[config.mk]
export PLATFORM = sky130hd
export DESIGN_NAME = event_header_arbiter
export DESIGN_NICKNAME = d
export VERILOG_FILES = /design/src/rtl/pvs_pkg.sv /design/src/rtl/event_fifo.sv /design/src/rtl/event_header_arbiter.sv
export SDC_FILE = /design/constraint.sdc
export NUM_CORES = 1
export LEC_CHECK = 0
export ABC_AREA = 1
export CAP_MARGIN = 30
export CORE_MARGIN = 1.5
export CORE_UTILIZATION = 50
export DETAILED_ROUTE_END_ITERATION = 8
export PLACE_DENSITY = 0.71
export SETUP_SLACK_MARGIN = 0.3
export SYNTH_ARGS = -nofsm -noshare
export SYNTH_HDL_FRONTEND = slang
export SYNTH_HIERARCHICAL = 1
export SYNTH_SLANG_ARGS = --single-unit
export TNS_END_PERCENT = 30
[constraint.sdc]
create_clock -name clk -period 5.8 [get_ports clk]
set_input_delay 1.74 -clock clk [delete_from_list [all_inputs] [get_ports clk]]
set_output_delay 1.74 -clock clk [all_outputs]
set_load 0.02 [all_outputs]
[src/rtl/pvs_pkg.sv]
// Shared types and constants for the pacing event path: header codes, timestamped entry, arbiter state.
package pvs_pkg;

  localparam int HDR_W = 8;
  localparam int CTR_W = 32;

  localparam logic [HDR_W-1:0] IDLE_HDR  = 8'd0;
  localparam logic [HDR_W-1:0] HDR_RV    = 8'd4;
  localparam logic [HDR_W-1:0] HDR_RV_VP = 8'd6;

  typedef enum logic {
    IDLE = 1'b0,
    GAP  = 1'b1
  } arb_state_e;

  typedef struct packed {
    logic [HDR_W-1:0] hdr;
    logic [CTR_W-1:0] ts;
  } ev_entry_t;

  // Wrap-safe age compare: ts0 is older when (ts0 - ts1) is negative in CTR_W bits.
  function automatic logic ts0_older(input logic [CTR_W-1:0] ts0, input logic [CTR_W-1:0] ts1);
    logic [CTR_W-1:0] diff;
    diff = ts0 - ts1;
    return diff[CTR_W-1];
  endfunction

endpackage

[src/rtl/event_fifo.sv]
// Per-source circular buffer of timestamped events; head is always visible on dout_o.
// A push into a full buffer is discarded and flagged on drop_o for that cycle.
module event_fifo
  import pvs_pkg::*;
#(
  parameter int DEPTH = 4
) (
  input  logic      clk,
  input  logic      rst,
  input  logic      push_i,
  input  logic      pop_i,
  input  ev_entry_t din_i,
  output ev_entry_t dout_o,
  output logic      full_o,
  output logic      empty_o,
  output logic      drop_o
);

  localparam int AW = $clog2(DEPTH);
  localparam int CW = AW + 1;

  ev_entry_t     mem_q [DEPTH];
  logic [AW-1:0] wr_ptr_q;
  logic [AW-1:0] rd_ptr_q;
  logic [CW-1:0] cnt_q;
  logic          push_ok;
  logic          pop_ok;

  assign full_o  = (cnt_q == CW'(DEPTH));
  assign empty_o = (cnt_q == '0);
  // Fullness is judged before this edge's pop, so a simultaneous pop never makes room.
  assign push_ok = push_i && !full_o;
  assign pop_ok  = pop_i && !empty_o;
  assign drop_o  = push_i && full_o;
  assign dout_o  = mem_q[rd_ptr_q];

  always_ff @(posedge clk) begin
    if (push_ok) begin
      mem_q[wr_ptr_q] <= din_i;
    end
  end

  always_ff @(posedge clk or posedge rst) begin
    if (rst) begin
      wr_ptr_q <= '0;
      rd_ptr_q <= '0;
      cnt_q    <= '0;
    end else begin
      if (push_ok) begin
        wr_ptr_q <= wr_ptr_q + AW'(1);
      end
      if (pop_ok) begin
        rd_ptr_q <= rd_ptr_q + AW'(1);
      end
      cnt_q <= cnt_q + {{AW{1'b0}}, push_ok} - {{AW{1'b0}}, pop_ok};
    end
  end

endmodule

[src/rtl/event_header_arbiter.sv]
// Merges sensed (src0) and pace (src1) events onto one header/counter strobe bus, oldest first,
// one-cycle pulses separated by GAP_CYC idle cycles; per-source FIFOs with sticky drop flags.
module event_header_arbiter
  import pvs_pkg::*;
#(
  parameter int DEPTH   = 4,
  parameter int GAP_CYC = 2
) (
  input  logic             clk,
  input  logic             rst,
  input  logic             ev0_valid,
  input  logic [HDR_W-1:0] ev0_header,
  input  logic             ev1_valid,
  input  logic [HDR_W-1:0] ev1_header,
  input  logic             clear_ovf,
  output logic [HDR_W-1:0] header,
  output logic [CTR_W-1:0] counter,
  output logic             ev0_full,
  output logic             ev1_full,
  output logic             ovf0,
  output logic             ovf1
);

  localparam int GW = (GAP_CYC > 1) ? $clog2(GAP_CYC) : 1;

  logic [CTR_W-1:0] ts_q;
  arb_state_e       state_q;
  logic [GW-1:0]    gap_q;
  logic             rr_q;
  logic [HDR_W-1:0] header_q;
  logic [CTR_W-1:0] counter_q;
  logic             ovf0_q;
  logic             ovf1_q;

  ev_entry_t din0, din1, head0, head1, win_d;
  logic      push0, push1, pop0, pop1;
  logic      empty0, empty1, drop0, drop1;
  logic      grant, sel1_d;

  assign push0 = ev0_valid && (ev0_header != IDLE_HDR);
  assign push1 = ev1_valid && (ev1_header != IDLE_HDR);
  assign din0  = '{hdr: ev0_header, ts: ts_q};
  assign din1  = '{hdr: ev1_header, ts: ts_q};

  event_fifo #(.DEPTH(DEPTH)) u_fifo0 (
    .clk    (clk),
    .rst    (rst),
    .push_i (push0),
    .pop_i  (pop0),
    .din_i  (din0),
    .dout_o (head0),
    .full_o (ev0_full),
    .empty_o(empty0),
    .drop_o (drop0)
  );

  event_fifo #(.DEPTH(DEPTH)) u_fifo1 (
    .clk    (clk),
    .rst    (rst),
    .push_i (push1),
    .pop_i  (pop1),
    .din_i  (din1),
    .dout_o (head1),
    .full_o (ev1_full),
    .empty_o(empty1),
    .drop_o (drop1)
  );

  // rr_q==1 means src1 won last; on a timestamp tie the other source goes next.
  always_comb begin
    sel1_d = 1'b0;
    if (empty0) begin
      sel1_d = 1'b1;
    end else if (!empty1) begin
      if (head0.ts == head1.ts) begin
        sel1_d = !rr_q;
      end else begin
        sel1_d = !ts0_older(head0.ts, head1.ts);
      end
    end
  end

  assign grant = (state_q == IDLE) && (!empty0 || !empty1);
  assign pop0  = grant && !sel1_d;
  assign pop1  = grant && sel1_d;
  assign win_d = sel1_d ? head1 : head0;

  always_ff @(posedge clk or posedge rst) begin
    if (rst) begin
      state_q   <= IDLE;
      gap_q     <= '0;
      rr_q      <= 1'b1;
      header_q  <= IDLE_HDR;
      counter_q <= '0;
    end else begin
      case (state_q)
        IDLE: begin
          if (grant) begin
            header_q  <= win_d.hdr;
            counter_q <= win_d.ts;
            rr_q      <= sel1_d;
            gap_q     <= GW'(GAP_CYC - 1);
            state_q   <= GAP;
          end else begin
            header_q <= IDLE_HDR;
          end
        end
        GAP: begin
          header_q <= IDLE_HDR;
          if (gap_q == '0) begin
            state_q <= IDLE;
          end else begin
            gap_q <= gap_q - GW'(1);
          end
        end
        default: begin
          header_q <= IDLE_HDR;
          state_q  <= IDLE;
        end
      endcase
    end
  end

  always_ff @(posedge clk or posedge rst) begin
    if (rst) begin
      ts_q   <= '0;
      ovf0_q <= 1'b0;
      ovf1_q <= 1'b0;
    end else begin
      ts_q <= ts_q + CTR_W'(1);
      if (drop0) begin
        ovf0_q <= 1'b1;
      end else if (clear_ovf) begin
        ovf0_q <= 1'b0;
      end
      if (drop1) begin
        ovf1_q <= 1'b1;
      end else if (clear_ovf) begin
        ovf1_q <= 1'b0;
      end
    end
  end

  assign header  = header_q;
  assign counter = counter_q;
  assign ovf0    = ovf0_q;
  assign ovf1    = ovf1_q;

endmodule

Word level (Yosys, flattened, before mapping) --
Memories as Yosys holds them, arrays and structs flattened. Cells that the tools add are included.
Word-level totals: register bits 91, memory bits (writable) 320, word-level logic and storage cells 77, memories kept 2
Operators by class: add/subtract/negate cells 11, equal/unequal tests 4, muxes and demuxes 19, bitwise logic cells 1, reductions and logical operators 26
Memory list:
- u_fifo0.mem_q | depth 4, width 40, read ports 1, clocked after Yosys merged registers in 0, wr ports 1, RTL line event_fifo.sv:22 | ev_entry_t mem_q [DEPTH];
- u_fifo1.mem_q | depth 4, width 40, read ports 1, clocked after Yosys merged registers in 0, wr ports 1, RTL line event_fifo.sv:22
Operators with widths (count):
- $mux 40 | 1
- $add 32x1->32 const B | 1
- $eq 32x32->1 | 1
- $sub 32x32->32 | 1
- $pmux 8 s2 | 1
- $reduce_bool 8->1 | 2
- $mux 1 | 14
- $logic_and 1x1->1 | 11
- $add 2x1->2 const B | 4
- $mux 8 | 1
- $logic_not 1->1 | 7
- $add 3x1->3 | 2
- $eq 3x3->1 const B | 2
- $logic_not 3->1 | 2
- $sub 3x1->3 | 2
- $pmux 1 s2 | 2
- $reduce_bool 2->1 | 2
- $ne 2x2->1 const B | 1
- $reduce_and 2->1 | 1
- $logic_or 1x1->1 | 1
- $not 1->1 | 1
- $sub 1x1->1 const B | 1

Longest topological paths before layout --
An unclocked memory read counts as a cell.
depth in word-level cells 10, gate-level depth with buffers 31

Hierarchy --
The synthesis kept the hierarchy.
By module, submodules not included:
- event_fifo | times used 2, cells an instance 567, area each 6720.2 µm²
- event_header_arbiter | times used 1, cells an instance 536, area each 4533.1 µm²

Worst setup path before layout --
No wires, ideal clock.
path kind in2reg, start point input port ev0_header[3], end point memory u_fifo0/mem_q[0][0] (netlist bit), enable pin, setup time 0.438 ns, arrival time 4.006 ns, data required time 5.362 ns, slack 1.357 ns, cell stages on the path 4, path buffers 0, cell sequence nor4_1 a21boi_0 nand2_1 nor2_1
On the way: cells in the longest elaborated chain, start to end 5
RTL lines:
- start: declaration | RTL line event_header_arbiter.sv:12 | input logic [HDR_W-1:0] ev0_header,
- $reduce_bool 8->1 | RTL line event_header_arbiter.sv:40 | assign push0 = ev0_valid && (ev0_header != IDLE_HDR);
- $logic_and 1x1->1 | RTL line event_header_arbiter.sv:40
- via push0 | RTL line event_header_arbiter.sv:36 | logic push0, push1, pop0, pop1;
- $logic_and 1x1->1 | RTL line event_fifo.sv:32 | assign push_ok = push_i && !full_o;
- $mux 1 | RTL line event_fifo.sv:38 | if (push_ok) begin
- $mux 1 (not written as such) | RTL line event_fifo.sv:39 | mem_q[wr_ptr_q] <= din_i;
- end: declaration | RTL line event_fifo.sv:22
The timed path passes the listed nets, and every way through them passes these cells.

==> results by group <==
Final layout
  • Area growth, synth to finish: 14.2%
  • Ratio of cells with drive above 1 in the final layout: 7.81%
  • Antenna Cells: 0
  • Most frequent cells in the layout: nand2_1 (383), edfxtp_1 (320), nor2_1 (180), inv_1 (176), o21ai_0 (160)
  • Nets: 1800
  • Most common cell after layout, fill and taps aside: nand2_1

Placement
  • DP HPWL: 24.5 mm
  • RD Place Congestion: 0.814
  • Port bufs: 64

Timing
  • RSZ-0062 raised after global routing: false
  • Slew headroom: 39.3%
  • Final Slew Violations: 0
  • F_max: 0.208 GHz
  • Slew @ Worst Pin: 0.909 ns
  • Final setup viols: 0
  • Share of the clock period used by the worst path: 82.9%
  • Final Hold Vio Count: 0
  • Setup TNS: 0 ns
  • Clock skew: 0.0275 ns
  • Minimum clock period: 4.81 ns
  • Smallest hold slack: 0.495 ns

Worst setup path
  • WP data required: 6.27 ns
  • CP bufs+invs: 8
  • Critical path fanouts, max: 59
  • Element type at the critical path end: flip-flop
  • Crit Path Class: flip-flop to flip-flop
  • Largest stage delay, worst path: 0.70 ns
  • Most frequent CP cell: nand2_1
  • Data arrival, critical path: 5.28 ns
  • Delay-heaviest family, CP: simple AND/OR/NAND/NOR gates
  • Startpoint types: flip-flop
  • Slowest cell on the critical path: dfrtp_4

Detailed routing
  • 1st-iter DRT viols: 900
  • Remaining DRCs: 0
  • Vias: 11973
  • DRT Pass-1 Iters: 5
  • Wirelength, routed: 40.1 mm
  • Vias per cell: 5.38
  • Antenna viol nets, final: 0
  • DR WL/cell: 18.0 um

Clock network
  • CTS Buf Count: 42
  • CTS Buffer Depth: 3
  • Root Driver: clkbuf_16
  • Clk_lat worst skew: 0.54 ns
  • # H-tree levels: 2
  • CTS Hold Bufs: 0
  • CTS resizes: 0
  • Clock Sinks: 411
  • CTS tree: done
  • Setup repair bufs after CTS: 0
  • CTS clk-pin slew, worst paths: 0.06 ns

Logic synthesis
  • Syn nets: 1737
  • Synth unique cells: 41
  • Cell count after synthesis: 1670
  • EDFF count, synth: 320
  • YS warnings: 6
  • Yosys reg bits: 411
  • Seq/Total Area, Yosys: 66.1%
  • Cell Area, Synth: 18000 um2
  • Synth Flop Type: edfxtp_1
  • Syn avg cell area: 10.8 um2
  • Share of async-settable or async-resettable flops after synthesis: 22.1%

Pwr
  • Leakage power figure: 0.00848 uW
  • Power Density: 570 nW/um2
  • Max VDD drop: 729 uV

Die
  • Row count: 69
  • Die Y: 193 um
  • Starting Density: 50.7%
  • Die Span X: 193 um
  • Die footprint: 37100 um2
  • I/O pin total: 65
  • Core box area: 35500 um2

Hold path
  • HP Class: flip-flop to flip-flop

Global routing
  • Largest net degree at the start of global routing: 81
  • Initial antenna violation count: 0
  • First-pass GRT wire length: 64.3 mm
  • Vias in the first global route: 11987
  • GRT Util Overall: 22.5%
  • Overflow after GRT: 0

Run status
  • Status: completed

Run
  • # Max-Cap Violations: 0
[tightest hold or removal path: stages, from the launching register on]
cell     delay (ns)
dfrtp_1        0.34
nand2_1        0.05
nand3_1        0.07
[cells by family (layout without fill, tap and decap cells)]
logic type / count (synthesis) / after routing / share of synthesized area (%)
buffers and inverters: 261 / 357 / 6.19
flip-flops: 411 / 411 / 66.1
adder cells (fa/ha/maj): 46 / 46 / 3.29
XOR/XNOR: 28 / 28 / 1.36
AO/OA/AOI/OAI: 185 / 185 / 5.28
AND/OR/NAND/NOR: 739 / 739 / 17.7
[final cells by class]
type	count	area (um2)
fill	2898	15000
inverter	188	707
clock inverter	22	241
timing repair buffer	92	888
tap	461	577
multi-input combinational	998	5040
clock buffer	55	1170
sequential	411	11900
[routing by layer]
layer	global-route usage, %	routed length [um]	vias up
met5	0	0	-
met1	30.5	17400	5890
li1	-	-	5695
met3	2.82	2160	62
met2	38.1	19600	326
met4	6.56	909	0
[per-stage QoR]
stage	worst slack, ns	instance area, um2	total power (uW)	util, %	std cells
after floorplan	1.36	18000	7420	-	1670
after global placement	1.04	19100	8800	53.9	2150
after detailed placement	1.01	19100	8970	53.9	2150
after CTS	0.983	20500	11700	57.8	2227
after global routing	0.622	20500	12500	57.8	2227
final	0.993	20500	11700	57.8	2227
[state kept, by name, summed over array words and instances, names as in the netlist]
register	count
state_q	1
ovf1	1
u_fifo0/rd_ptr_q	2
counter	32
u_fifo1/cnt_q	3
u_fifo1/wr_ptr_q	2
ovf0	1
rr_q	1
u_fifo0/cnt_q	3
gap_q	1
u_fifo1/rd_ptr_q	2
u_fifo0/mem_q	160
header	8
ts_q	32
u_fifo1/mem_q	160
u_fifo0/wr_ptr_q	2
[power by group]
group | internal, uW | switching (uW) | total [uW]
Sequential | 3890 | 332 | 4220
Clock | 1650 | 1110 | 2750
Combinational | 1480 | 3240 | 4730
Total | 7020 | 4680 | 11700
[synth_stat cells, types with 2 or more instances]
cell | n | area share [%]
clkbuf_1 | 35 | 0.73
edfxtp_1 | 320 | 53
clkinv_1 | 2 | 0.042
o21ai_0 | 160 | 4.5
a21o_1 | 2 | 0.084
o21ai_1 | 3 | 0.084
xor2_1 | 15 | 0.73
xnor2_1 | 13 | 0.63
nor2_8 | 2 | 0.22
nand4_1 | 47 | 1.6
nand3_2 | 3 | 0.17
buf_4 | 4 | 0.17
inv_2 | 9 | 0.19
nand2_2 | 5 | 0.17
nor2_1 | 188 | 3.9
nor2_4 | 5 | 0.31
nor3_1 | 3 | 0.084
dfrtp_1 | 90 | 13
buf_2 | 10 | 0.28
a21oi_1 | 13 | 0.36
buf_6 | 14 | 0.88
nor4_1 | 4 | 0.14
nor2_2 | 2 | 0.070
nand2_1 | 383 | 8.0
inv_1 | 177 | 3.7
buf_1 | 10 | 0.21
ha_1 | 44 | 3.1
nand2_4 | 2 | 0.13
fa_1 | 2 | 0.22
nand3_1 | 88 | 2.5
o21bai_1 | 3 | 0.13
nand3b_1 | 2 | 0.084
a21boi_0 | 2 | 0.084
[final timing paths]
kind,from,endpoint,cells past startpoint,slack [ns]
max reg2reg,u_fifo1/rd_ptr_q[0],u_fifo1/cnt_q[2],27,0.99
max,u_fifo1/rd_ptr_q[0],u_fifo1/cnt_q[2],27,0.99
min reg2reg,counter[10],counter[10],2,0.49
min,counter[10],counter[10],2,0.49
min in group asynchronous,rst,u_fifo1/wr_ptr_q[1],2,1.58
max in group asynchronous,rst,counter[17],3,3.25
Note: power is estimated with default switching activity, not from simulation.
